[config.mk]
export PLATFORM = sky130hd
export DESIGN_NAME = mm_sdram_arb
export DESIGN_NICKNAME = d
export VERILOG_FILES = /design/src/rtl/mm_sdram_arb.sv
export SDC_FILE = /design/constraint.sdc
export NUM_CORES = 1
export LEC_CHECK = 0
export BUFFER_PORTS_ARGS = -buffer_cell sky130_fd_sc_hd__buf_2
export CAP_MARGIN = 20
export CORE_MARGIN = 3
export CORE_UTILIZATION = 49
export CTS_CLUSTER_SIZE = 30
export DETAILED_ROUTE_END_ITERATION = 8
export GPL_TIMING_DRIVEN = 0
export HOLD_SLACK_MARGIN = 0.12
export PLACE_DENSITY = 0.86
export SETUP_SLACK_MARGIN = 0.1
export SYNTH_ARGS = -nofsm -noshare
export SYNTH_HDL_FRONTEND = slang
export SYNTH_SLANG_ARGS = --single-unit
[constraint.sdc]
create_clock -name clk -period 3.1 [get_ports clk]
set_input_delay 0.62 -clock clk [delete_from_list [all_inputs] [get_ports clk]]
set_output_delay 0.62 -clock clk [all_outputs]
set_load 0.01 [all_outputs]
[src/rtl/mm_sdram_arb.sv]
// mm_sdram_arb
//   Shares the single external SDRAM port among NREQ memory-mapped masters
//   (0 = VGA line fetcher, 1 = DMG CPU bus, 2 = SD-card ROM loader).
//   Requests are granted round-robin. One single-beat access runs at a time,
//   sequenced IDLE -> BUSY -> DONE. If the SDRAM controller never answers,
//   the access is aborted with an open-bus (all ones) error response.
//
// Ports
//   clk, rst_n          system clock, asynchronous active-low reset
//   req/we              per-requester level request and write enable
//   addr/wdata          packed per-requester address/write data (slice i)
//   ack                 one-hot, one-cycle completion pulse to the winner
//   err                 set with ack when the access timed out
//   rdata               read data of the last completed access
//   busy                high while a transaction is in progress
//   gnt_idx             index of the current or last winner
//   mem_req/we/addr/wdata  request towards the SDRAM controller (latched)
//   mem_ack/mem_rdata   SDRAM completion pulse and read data
module mm_sdram_arb #(
    parameter int NREQ        = 3,
    parameter int AW          = 23,
    parameter int DW          = 8,
    parameter int TIMEOUT_CYC = 255
) (
    input  logic                          clk,
    input  logic                          rst_n,
    input  logic [NREQ-1:0]               req,
    input  logic [NREQ-1:0]               we,
    input  logic [NREQ*AW-1:0]            addr,
    input  logic [NREQ*DW-1:0]            wdata,
    output logic [NREQ-1:0]               ack,
    output logic                          err,
    output logic [DW-1:0]                 rdata,
    output logic                          busy,
    output logic [$clog2(NREQ)-1:0]       gnt_idx,
    output logic                          mem_req,
    output logic                          mem_we,
    output logic [AW-1:0]                 mem_addr,
    output logic [DW-1:0]                 mem_wdata,
    input  logic                          mem_ack,
    input  logic [DW-1:0]                 mem_rdata
);

    localparam int IW = $clog2(NREQ);
    localparam int CW = $clog2(TIMEOUT_CYC + 1);

    localparam logic [1:0] S_IDLE = 2'd0;
    localparam logic [1:0] S_BUSY = 2'd1;
    localparam logic [1:0] S_DONE = 2'd2;

    logic [1:0]    state;
    logic [IW-1:0] ptr;
    logic [CW-1:0] cnt;

    logic [IW-1:0] win;
    logic          win_we;
    logic [AW-1:0] win_addr;
    logic [DW-1:0] win_wdata;

    // First set request bit searched upward from ptr+1 with wrap. The loop
    // walks from the farthest candidate to the nearest so the nearest set
    // bit is the last assignment and therefore wins.
    function automatic logic [IW-1:0] rr_pick(input logic [NREQ-1:0] r,
                                              input logic [IW-1:0]   p);
        logic [IW-1:0] w;
        int            idx;
        w = '0;
        for (int k = NREQ; k >= 1; k--) begin
            idx = (int'(p) + k) % NREQ;
            if (r[idx]) w = IW'(idx);
        end
        return w;
    endfunction

    always_comb begin
        win       = rr_pick(req, ptr);
        win_we    = 1'b0;
        win_addr  = '0;
        win_wdata = '0;
        for (int i = 0; i < NREQ; i++) begin
            if (win == IW'(i)) begin
                win_we    = we[i];
                win_addr  = addr[i*AW +: AW];
                win_wdata = wdata[i*DW +: DW];
            end
        end
    end

    always_ff @(posedge clk or negedge rst_n) begin
        if (!rst_n) begin
            state     <= S_IDLE;
            ptr       <= IW'(NREQ - 1);
            cnt       <= '0;
            ack       <= '0;
            err       <= 1'b0;
            rdata     <= '0;
            busy      <= 1'b0;
            gnt_idx   <= '0;
            mem_req   <= 1'b0;
            mem_we    <= 1'b0;
            mem_addr  <= '0;
            mem_wdata <= '0;
        end else begin
            case (state)
                // Arbitrate and latch the winner's access.
                S_IDLE: begin
                    ack <= '0;
                    err <= 1'b0;
                    if (|req) begin
                        mem_we    <= win_we;
                        mem_addr  <= win_addr;
                        mem_wdata <= win_wdata;
                        mem_req   <= 1'b1;
                        gnt_idx   <= win;
                        ptr       <= win;
                        cnt       <= '0;
                        busy      <= 1'b1;
                        state     <= S_BUSY;
                    end
                end
                // Wait for the controller; mem_ack takes priority over timeout.
                S_BUSY: begin
                    if (mem_ack) begin
                        mem_req <= 1'b0;
                        rdata   <= mem_rdata;
                        ack     <= NREQ'(1) << gnt_idx;
                        err     <= 1'b0;
                        state   <= S_DONE;
                    end else if (cnt == CW'(TIMEOUT_CYC - 1)) begin
                        mem_req <= 1'b0;
                        rdata   <= '1;
                        ack     <= NREQ'(1) << gnt_idx;
                        err     <= 1'b1;
                        state   <= S_DONE;
                    end else begin
                        cnt <= cnt + CW'(1);
                    end
                end
                // One-cycle completion; requests are ignored here so the
                // winner has time to drop req.
                S_DONE: begin
                    ack   <= '0;
                    err   <= 1'b0;
                    busy  <= 1'b0;
                    state <= S_IDLE;
                end
                default: begin
                    ack     <= '0;
                    err     <= 1'b0;
                    busy    <= 1'b0;
                    mem_req <= 1'b0;
                    state   <= S_IDLE;
                end
            endcase
        end
    end

endmodule
==> results.yml, run 1 <==
status:
  status: "finished, final reports clean"
yosys:
  synth_top_area_share: 0.479
  yosysWarnings: 0
  synth-seq-cells: 59
  ys.flop_type: "dfrtp_1"
  synth_nets: 419
  synthTopCellsByArea: "dfrtp_1 48%, a32oi_1 6.4%, a22oi_1 5.9%"
  seq_area_frac_synth: 0.488
  synth_cell_types: 43
  syn_inst: 303
  ys_async_sr_fraction: 1.00
  syn_area_per_cell_um2: 10.0
  synth_edf_count: 0
  netlist_area_mm2: 0.00303
  synth_area_leader_cell: "dfrtp_1"
sta:
  fmax_mhz: 410
  relSlewSlack: 0.532
  fin_skew_ps: 13.3
  finalCritPeriodShare: 0.787
  tightest_slew_ps: 702
  rsz0062_at_grt: "false"
  setup_tns_ps: 0
  setup_viol: 0
  drv_slew: 0
  min_period_ps: 2440
  hold_viol: 0
clock_tree:
  post_cts_buffers: 0
  clock_path_buffers: 2
  tritoncts: "yes"
  h-tree-depth: 3
  path_clk_slew_ps: 70
  clk_latency_ps: 340
  cts-resized-gates: 0
  clkSinkCount: 59
  clockRootBuffer: "clkbuf_8"
  hold_buffers: 0
  numCtsBuffers: 9
power_and_ir_drop:
  ir_drop_v: 0.000541
  pwr_density_cell_mw_per_mm2: 973
  total_power_w: 0.00402
  p_leak_nw: 2.05
worst_setup_path:
  cp-end-kind: "flip-flop"
  required_ps: 3350
  rr_startpoint: "gnt_idx[0]"
  path_depth: 8
  critPathBufInv: 2
  startpoint: "gnt_idx[0]"
  cp_max_fo: 10
  regToRegSetupSlack_ps: 660
  crit_chain: "inv_1, ha_1, nor2_1, a21boi_0, nor3_2, buf_2, a22oi_1, o21ai_1"
  endpoint: "mem_addr[13]"
  slowest_delay_ps: 530
  critPathSlowestCell: "nor3_2"
  crit_family: "simple AND/OR/NAND/NOR gates"
  reg2reg_to: "mem_addr[13]"
  reg2reg_depth: 8
  critPathKind: "reg2reg"
  cp-start-kind: "flip-flop"
  cp.arrival_ps: 2690
die:
  ioPinCount: 158
  fp.dieH_um: 84.6
  coreArea_mm2: 0.00596
  rows: 28
  die_area_mm2: 0.00716
  fp.dieW_um: 84.6
  floorplan.initialDensity: 0.509
drt:
  ant_nets: 0
  met1_length_um: 3590
  met2_length_um: 4550
  firstDrtPassIters: 5
  drt-initial-drc-count: 152
  highest_layer: "met4"
  vias: 3138
  routed_wl_um: 9120
  met3_length_um: 697
  vias_per_cell: 5.68
  drc_errors: 0
  wl_per_cell_um: 16.5
grt:
  grt_usage: 0.256
  grt_overflow: 0
  grt_pass1_vias: 3059
  grt_pass1_wl_um: 14800
  grt_max_degree: 31
  antenna_found_initial: 0
cells_and_area:
  final_nets: 588
  layout-drive-gt1-share: 0.413
  area_growth_pct: 36.4
  insertedDiodeCount: 0
placed_design:
  place.gp.congestion: 0.866
  io_buffers: 157
  dpl.hpwl_um: 6920
min_path:
  min_path_type: "in2async"
job:
  max_cap_violations: 0
-- worst min path at each step --
stage                      startpoint  cells past startpoint      endpoint
after floorplan                 rst_n                      0        ack[0]
after global placement    mem_addr[2]                      2   mem_addr[2]
after detailed placement  mem_addr[2]                      2   mem_addr[2]
after CTS                       rst_n                      1   mem_addr[4]
after global routing            rst_n                      1   mem_addr[4]
final                           rst_n                      1  mem_addr[21]
-- sequential cells by signal, summed over array words and instances, names as in the netlist, 2 cells and up --
register and flops:
ack 3, cnt 8, gnt_idx 2, mem_addr 23, mem_wdata 8, rdata 8
state 2
-- layout by cell type (no fill, tap or decap), drive strengths merged, types with 2 or more instances in the layout --
| master | netlist | final |
|---|---|---|
| buf | 18 | 176 |
| dfrtp | 58 | 58 |
| o21ai | 55 | 55 |
| nand2 | 28 | 28 |
| a22oi | 24 | 24 |
| a32oi | 22 | 22 |
| inv | 14 | 14 |
| clkbuf | 4 | 14 |
| mux2i | 11 | 11 |
| nor2 | 10 | 10 |
| o21bai | 8 | 8 |
| a21oi | 6 | 6 |
| ha | 6 | 6 |
| nand3 | 5 | 5 |
| nor3 | 5 | 5 |
| or3 | 4 | 4 |
| clkinv | 0 | 4 |
| xnor2 | 3 | 3 |
| a32o | 3 | 3 |
| nand2b | 2 | 2 |
-- cells in the mapped netlist (2+ instances only) --
| cell | count |
|---|---|
| nor2_1 | 9 |
| nand2b_1 | 2 |
| nor3_2 | 2 |
| a21oi_1 | 6 |
| nor3_4 | 2 |
| nand2_1 | 28 |
| o21ai_1 | 22 |
| a32o_1 | 3 |
| o21ai_0 | 33 |
| or3_1 | 4 |
| buf_6 | 4 |
| nand3_1 | 5 |
| o21bai_1 | 8 |
| a32oi_1 | 22 |
| buf_2 | 10 |
| xnor2_1 | 3 |
| clkbuf_1 | 4 |
| mux2i_1 | 11 |
| ha_1 | 6 |
| inv_1 | 14 |
| buf_1 | 3 |
| a22oi_1 | 24 |
| dfrtp_1 | 58 |
-- report_power, final --
part / total (W) / internal, W / switching (W)
combinational: 0.00203 / 0.000821 / 0.00121
sequential: 0.00128 / 0.00110 / 0.000185
clock: 0.000708 / 0.000392 / 0.000315
-- worst reg2reg max path, stage by stage, from the launching register on --
cell,delay [ps]
dfrtp_1,480
inv_1,140
ha_1,370
nor2_1,70
a21boi_0,140
nor3_2,530
buf_2,330
a22oi_1,100
o21ai_1,170
-- cells by family (layout without fill, tap and decap cells) --
| family | Yosys count | count (layout) | synth area share |
|---|---|---|---|
| AOI/OAI and AO/OA | 125 | 125 | 0.272 |
| and+or+nand+nor | 62 | 62 | 0.108 |
| DFF | 59 | 59 | 0.488 |
| buffers and inverters | 36 | 210 | 0.0599 |
| muxes | 11 | 11 | 0.0363 |
| adders and majority gates | 6 | 6 | 0.0248 |
| xor gates and xnor gates | 4 | 4 | 0.0116 |
-- metrics by stage --
stage,std cells,hold slack [ps],util,cell area (um2),setup WS [ps]
2_1_floorplan,303,324,-,3030,1060
3_3_place_gp,535,469,0.657,3910,708
3_5_place_dp,536,478,0.660,3930,673
4_1_cts,552,342,0.694,4130,637
5_1_grt,552,376,0.694,4130,471
6_report,552,324,0.694,4130,661
-- layer usage --
metal	vias up	GRT usage
met2	153	0.431
met3	32	0.0540
met4	0	0.124
li1	1473	-
met1	1480	0.314
met5	-	0
-- layout make-up --
type	count	area, um2
well taps	75	93.8
plain buffers	22	129
clock inverters	6	65.1
fillers	470	1820
repair buffers	158	806
clock buffers	10	138
flip-flops and latches	59	1480
multi-input cells	208	1370
inverters	14	52.6
No activity file was read; power rests on OpenSTA's default activity.
==> run 2, diff against run 1 <==
--- a/config.mk
+++ b/config.mk
@@ -5,15 +5,16 @@
 export SDC_FILE = /design/constraint.sdc
 export NUM_CORES = 1
 export LEC_CHECK = 0
+export ABC_AREA = 1
 export BUFFER_PORTS_ARGS = -buffer_cell sky130_fd_sc_hd__buf_2
 export CAP_MARGIN = 20
 export CORE_MARGIN = 3
-export CORE_UTILIZATION = 49
+export CORE_UTILIZATION = 48
 export CTS_CLUSTER_SIZE = 30
 export DETAILED_ROUTE_END_ITERATION = 8
 export GPL_TIMING_DRIVEN = 0
 export HOLD_SLACK_MARGIN = 0.12
-export PLACE_DENSITY = 0.86
+export PLACE_DENSITY = 0.81
 export SETUP_SLACK_MARGIN = 0.1
 export SYNTH_ARGS = -nofsm -noshare
 export SYNTH_HDL_FRONTEND = slang
==> constraint.sdc (replaced) <==
create_clock -name clk -period 2.3 [get_ports clk]
set_input_delay 0.46 -clock clk [delete_from_list [all_inputs] [get_ports clk]]
set_output_delay 0.46 -clock clk [all_outputs]
set_load 0.01 [all_outputs]
==> run 2 against run 1 <==
Count of clock-buffer cells in the layout increased by 1. Routed wire length rose by 12%. Global-route usage decreased by 2.0 points. Clock power increased by 33%. Cell count increased by 32%.
==> results.yml, run 2 <==
grt:
  grt_max_degree: 37
  grt_pass1_vias: 3457
  grt_overflow: 0
  antenna_found_initial: 0
  grt_usage: 0.236
  grt_pass1_wl_um: 16200
yosys:
  ys.flop_type: "dfrtp_1"
  synth_common_cells: "118 x nand2_1, 58 x dfrtp_1, 47 x inv_1, 43 x nand3_1, 27 x nand3_2"
  syn_inst: 452
  synth_edf_count: 0
  ys_async_sr_fraction: 1.00
  synthTopCellsByArea: "dfrtp_1 40%, nand2_1 12%, nand3_2 7.5%"
  synth_area_leader_cell: "dfrtp_1"
  yosysWarnings: 0
  netlist_area_mm2: 0.00362
  yosys.cell_count.top_type: "nand2_1"
  seq_area_frac_synth: 0.408
  synth_top_area_share: 0.401
  synth-seq-cells: 59
  synth_cell_types: 34
  syn_area_per_cell_um2: 8.02
  synth_nets: 568
sta:
  finalCritPeriodShare: 0.902
  relSlewSlack: 0.616
  tightest_slew_ps: 575
  drv_slew: 0
  hold_ws_ps: 117
  setup_tns_ps: 0
  fmax_mhz: 482
  fin_skew_ps: 6.82
  setup_viol: 0
  hold_viol: 0
  min_period_ps: 2080
  rsz0062_at_grt: "false"
worst_setup_path:
  crit_family: "flip-flops"
  critPathKind: "reg2reg"
  crit_chain: "ha_4, inv_2, nand3_2, inv_2, a21oi_2, nand3_2, nand2_4, buf_4, a21oi_1, nand3_1, nand2_1, inv_1"
  slowest_delay_ps: 570
  required_ps: 2530
  endpoint: "mem_addr[13]"
  reg2reg_to: "mem_addr[13]"
  cp_max_fo: 10
  path_depth: 12
  reg2reg_depth: 12
  cp-end-kind: "flip-flop"
  startpoint: "ptr[1]"
  critPathBufInv: 4
  cp-start-kind: "flip-flop"
  cp.arrival_ps: 2300
  regToRegSetupSlack_ps: 220
  critPathSlowestCell: "dfstp_2"
  rr_startpoint: "ptr[1]"
drt:
  met3_length_um: 615
  routed_wl_um: 10200
  met2_length_um: 5200
  drc_errors: 0
  firstDrtPassIters: 5
  vias_per_cell: 4.93
  wl_per_cell_um: 14.0
  met1_length_um: 4180
  highest_layer: "met4"
  drt-initial-drc-count: 147
  ant_nets: 0
  vias: 3586
die:
  ioPinCount: 158
  die_area_mm2: 0.00863
  floorplan.initialDensity: 0.497
  fp.dieW_um: 92.9
  fp.dieH_um: 92.9
  rows: 31
  coreArea_mm2: 0.00729
power_and_ir_drop:
  p_seq_frac: 0.241
  p_int_w: 0.00387
  p_clk_frac: 0.128
  ir_drop_v: 0.000759
  pwr_density_cell_mw_per_mm2: 1540
  pwr-share-comb: 0.631
  p_leak_nw: 2.58
  switching_share: 0.475
  p_sw_w: 0.00350
clock_tree:
  clk_latency_ps: 330
  tritoncts: "yes"
  h-tree-depth: 3
  clockRootBuffer: "clkbuf_8"
  numCtsBuffers: 9
  clkSinkCount: 59
  hold_buffers: 0
  clock_path_buffers: 2
  path_clk_slew_ps: 70
cells_and_area:
  top_register: "mem_addr"
  area_growth_pct: 31.9
  final_nets: 739
  n_fill_cell: 642
  final_cell_mix: "158 x buf_2, 118 x nand2_1, 57 x dfrtp_1"
  layout-drive-gt1-share: 0.404
  layout_commonest_cell: "buf_2"
  insertedDiodeCount: 0
  largest_register_ff_count: 23
status:
  status: "finished, final reports clean"
placed_design:
  dpl.hpwl_um: 7850
  io_buffers: 157
  place.gp.congestion: 0.950
job:
  max_cap_violations: 0
min_path:
  min_path_type: "in2async"
==> run 2: repair_timing <==
item                                    CTS  global route
buffers inserted                          0             2
endpoints found under the setup margin    3            25
cloned                                    0             0
resized for setup                         1             3
==> run 2: cell type report <==
cell class                 count  area (um2)  area share
clock buffer                  11         141      0.0296
multi-input combinational    315        1770       0.371
sequential                    59        1480       0.310
clock inverter                 5        52.6      0.0110
timing repair buffer         160         821       0.172
inverter                      57         214      0.0448
buffer                        21         174      0.0364
tap                           99         124      0.0259
==> run 2: per-stage QoR <==
stage / cell area (um2) / utilization / setup WS [ps] / total power [W] / cells
CTS: 4750 / 0.651 / 106 / 0.00735 / 725
global route: 4780 / 0.655 / 135 / 0.00801 / 727
global placement: 4530 / 0.622 / 170 / 0.00621 / 708
finish: 4780 / 0.655 / 225 / 0.00737 / 727
detailed placement: 4550 / 0.624 / 53.6 / 0.00638 / 709
floorplan: 3620 / - / 418 / 0.00504 / 452
==> run 2: cells by family (layout without fill, tap and decap cells) <==
family | count (synthesis) | in the layout | synth area share
buffers and inverters | 78 | 254 | 0.106
AND/OR/NAND/NOR | 251 | 251 | 0.367
AO/OA/AOI/OAI | 52 | 52 | 0.0839
XOR/XNOR | 6 | 6 | 0.0145
adder cells (fa/ha/maj) | 6 | 6 | 0.0207
flip-flops | 59 | 59 | 0.408
==> run 2: how the worst min path moves through the flow <==
| stage | end | slack [ps] | cells past startpoint |
|---|---|---|---|
| global route | mem_addr[13] | 140 | 1 |
| CTS | mem_addr[13] | 120 | 1 |
| detailed placement | mem_addr[18] | 460 | 2 |
| global placement | mem_req | 450 | 2 |
| floorplan | ack[0] | 160 | 0 |
| finish | mem_addr[13] | 120 | 1 |
==> run 2: power by group through the flow <==
stage	Combinational [W]	Sequential, W	Clock [W]
4_1_cts	0.00461	0.00177	0.000965
3_3_place_gp	0.00445	0.00176	0
2_1_floorplan	0.00308	0.00195	0
3_5_place_dp	0.00460	0.00178	0
5_1_grt	0.00518	0.00183	0.00101
6_report	0.00465	0.00177	0.000942
==> run 2: per-layer routing <==
layer | track usage | vias to the layer above
met2 | 0.395 | 117
met1 | 0.305 | 1671
li1 | - | 1784
met3 | 0.0439 | 14
met5 | 0 | -
met4 | 0.0842 | 0
==> run 3, diff against run 2 <==
--- a/config.mk
+++ b/config.mk
@@ -8,6 +8,7 @@
 export ABC_AREA = 1
 export BUFFER_PORTS_ARGS = -buffer_cell sky130_fd_sc_hd__buf_2
 export CAP_MARGIN = 20
+export CORE_ASPECT_RATIO = 1.75
 export CORE_MARGIN = 3
 export CORE_UTILIZATION = 48
 export CTS_CLUSTER_SIZE = 30
==> run 3 against run 2 <==
Clock skew is 0.55 ps higher. Critical path depth rose by 2. Sequential power hardly changed. Cell count down 1.9%. Worst hold slack gained 29 ps. Sequential share of layout area is 0.38 points lower. Register-to-register slack barely moved. Worst setup slack worse by 9.3 ps. Non-clock buffer count decreased by 1. Count of clock-buffer cells in the layout increased by 1. Global-route usage is 0.65 points higher. Highest routed layer unchanged.
==> results.yml, run 3 (synthesized netlist as in run 2, its figures left out) <==
status:
  status: "finished, final reports clean"
sta:
  tightest_slew_ps: 609
  min_period_ps: 2080
  fmax_mhz: 480
  drv_slew: 0
  setup_viol: 0
  rsz0062_at_grt: "false"
  hold_viol: 0
  setup_tns_ps: 0
  finalCritPeriodShare: 0.906
  fin_skew_ps: 7.37
  relSlewSlack: 0.594
cells_and_area:
  layout-drive-gt1-share: 0.402
  top_register: "mem_addr"
  insertedDiodeCount: 0
  layout_commonest_cell: "buf_2"
  largest_register_ff_count: 23
  area_growth_pct: 33.5
  final_cells: 713
  n_fill_cell: 634
  final_cell_mix: "159 x buf_2, 118 x nand2_1, 57 x dfrtp_1"
  final_nets: 738
clock_tree:
  path_clk_slew_ps: 50
  tritoncts: "yes"
  hold_buffers: 0
  clkSinkCount: 59
  h-tree-depth: 3
  clockRootBuffer: "clkbuf_16"
  numCtsBuffers: 9
  clock_path_buffers: 2
  clk_latency_ps: 320
worst_setup_path:
  crit_family: "simple AND/OR/NAND/NOR gates"
  cp-end-kind: "flip-flop"
  cp_max_fo: 10
  cp.arrival_ps: 2350
  critPathBufInv: 4
  slowest_delay_ps: 550
  crit_chain: "inv_1, ha_1, inv_1, nand2_1, nor2_1, nand2_1, nand2_2, nand2_1, nand2_4, buf_2, nand2_1, nand3_1, nand2_1, inv_1"
  critPathSlowestCell: "dfstp_2"
  critPathKind: "reg2reg"
  cpMostUsedCell: "nand2_1"
  cp-start-kind: "flip-flop"
  required_ps: 2560
grt:
  grt_overflow: 0
  grt_pass1_vias: 3571
  grt_max_degree: 36
  grt_pass1_wl_um: 16600
  grt_usage: 0.243
  antenna_found_initial: 0
drt:
  vias: 3625
  firstDrtPassIters: 4
  wl_per_cell_um: 14.5
  vias_per_cell: 5.08
  drc_errors: 0
  routed_wl_um: 10300
  ant_nets: 0
  drt-initial-drc-count: 193
die:
  fp.dieH_um: 121
  rows: 41
  die_area_mm2: 0.00867
  fp.dieW_um: 71.7
  ioPinCount: 158
  floorplan.initialDensity: 0.497
  coreArea_mm2: 0.00728
power_and_ir_drop:
  pwr_density_cell_mw_per_mm2: 1590
  ir_drop_v: 0.00112
  p_leak_nw: 2.61
placed_design:
  io_buffers: 157
  dp_cells: 696
  dpl.hpwl_um: 7970
  place.gp.congestion: 0.831
job:
  max_cap_violations: 0
min_path:
  min_path_type: "in2async"
## run 3: layer usage
| metal | track usage | share of wire |
|---|---|---|
| met5 | 0 | 0 |
| met4 | 0.0976 | 0.015 |
| met3 | 0.0456 | 0.061 |
| met2 | 0.440 | 0.55 |
| met1 | 0.274 | 0.37 |
## run 3: layout make-up
cell class / instances / area (um2) / area share
multi-input combinational: 315 / 1770 / 0.366
sequential: 59 / 1480 / 0.306
timing repair buffer: 159 / 813 / 0.168
clock buffer: 12 / 256 / 0.0530
inverter: 57 / 214 / 0.0442
buffer: 21 / 171 / 0.0354
tap: 86 / 108 / 0.0222
clock inverter: 4 / 25.0 / 0.00517
## run 3: path summary, 6_finish.rpt
kind / startpoint / end / slack, ps / depth (start not counted)
worst min-delay path: rst_n / mem_addr[15] / 150 / 1
min in group clk: mem_ack / err / 310 / 2
worst min register to register: mem_req / mem_req / 470 / 2
worst max-delay path: ptr[1] / mem_addr[13] / 220 / 14
max in group asynchronous: rst_n / ptr[1] / 1490 / 2
worst max register to register: ptr[1] / mem_addr[13] / 220 / 14
## run 3: stage by stage
stage	hold WS (ps)	util	setup slack [ps]	power, W	instance area [um2]
floorplan	164	-	418	0.00504	3620
global placement	461	0.620	185	0.00624	4520
detailed placement	454	0.623	115	0.00641	4540
CTS	156	0.661	110	0.00769	4820
global route	179	0.664	43.5	0.00832	4840
finish	146	0.664	215	0.00768	4840
## run 3: where the power goes
group	switching [W]	internal, W
logic	0.00285	0.00179
registers	0.000256	0.00152
clock network	0.000464	0.000783
total	0.00357	0.00410
## run 3: repair_timing
action                                  4_1_cts  5_1_grt
gates resized for setup                       0        3
buffers inserted                              0        1
endpoints found under the setup margin        0       31
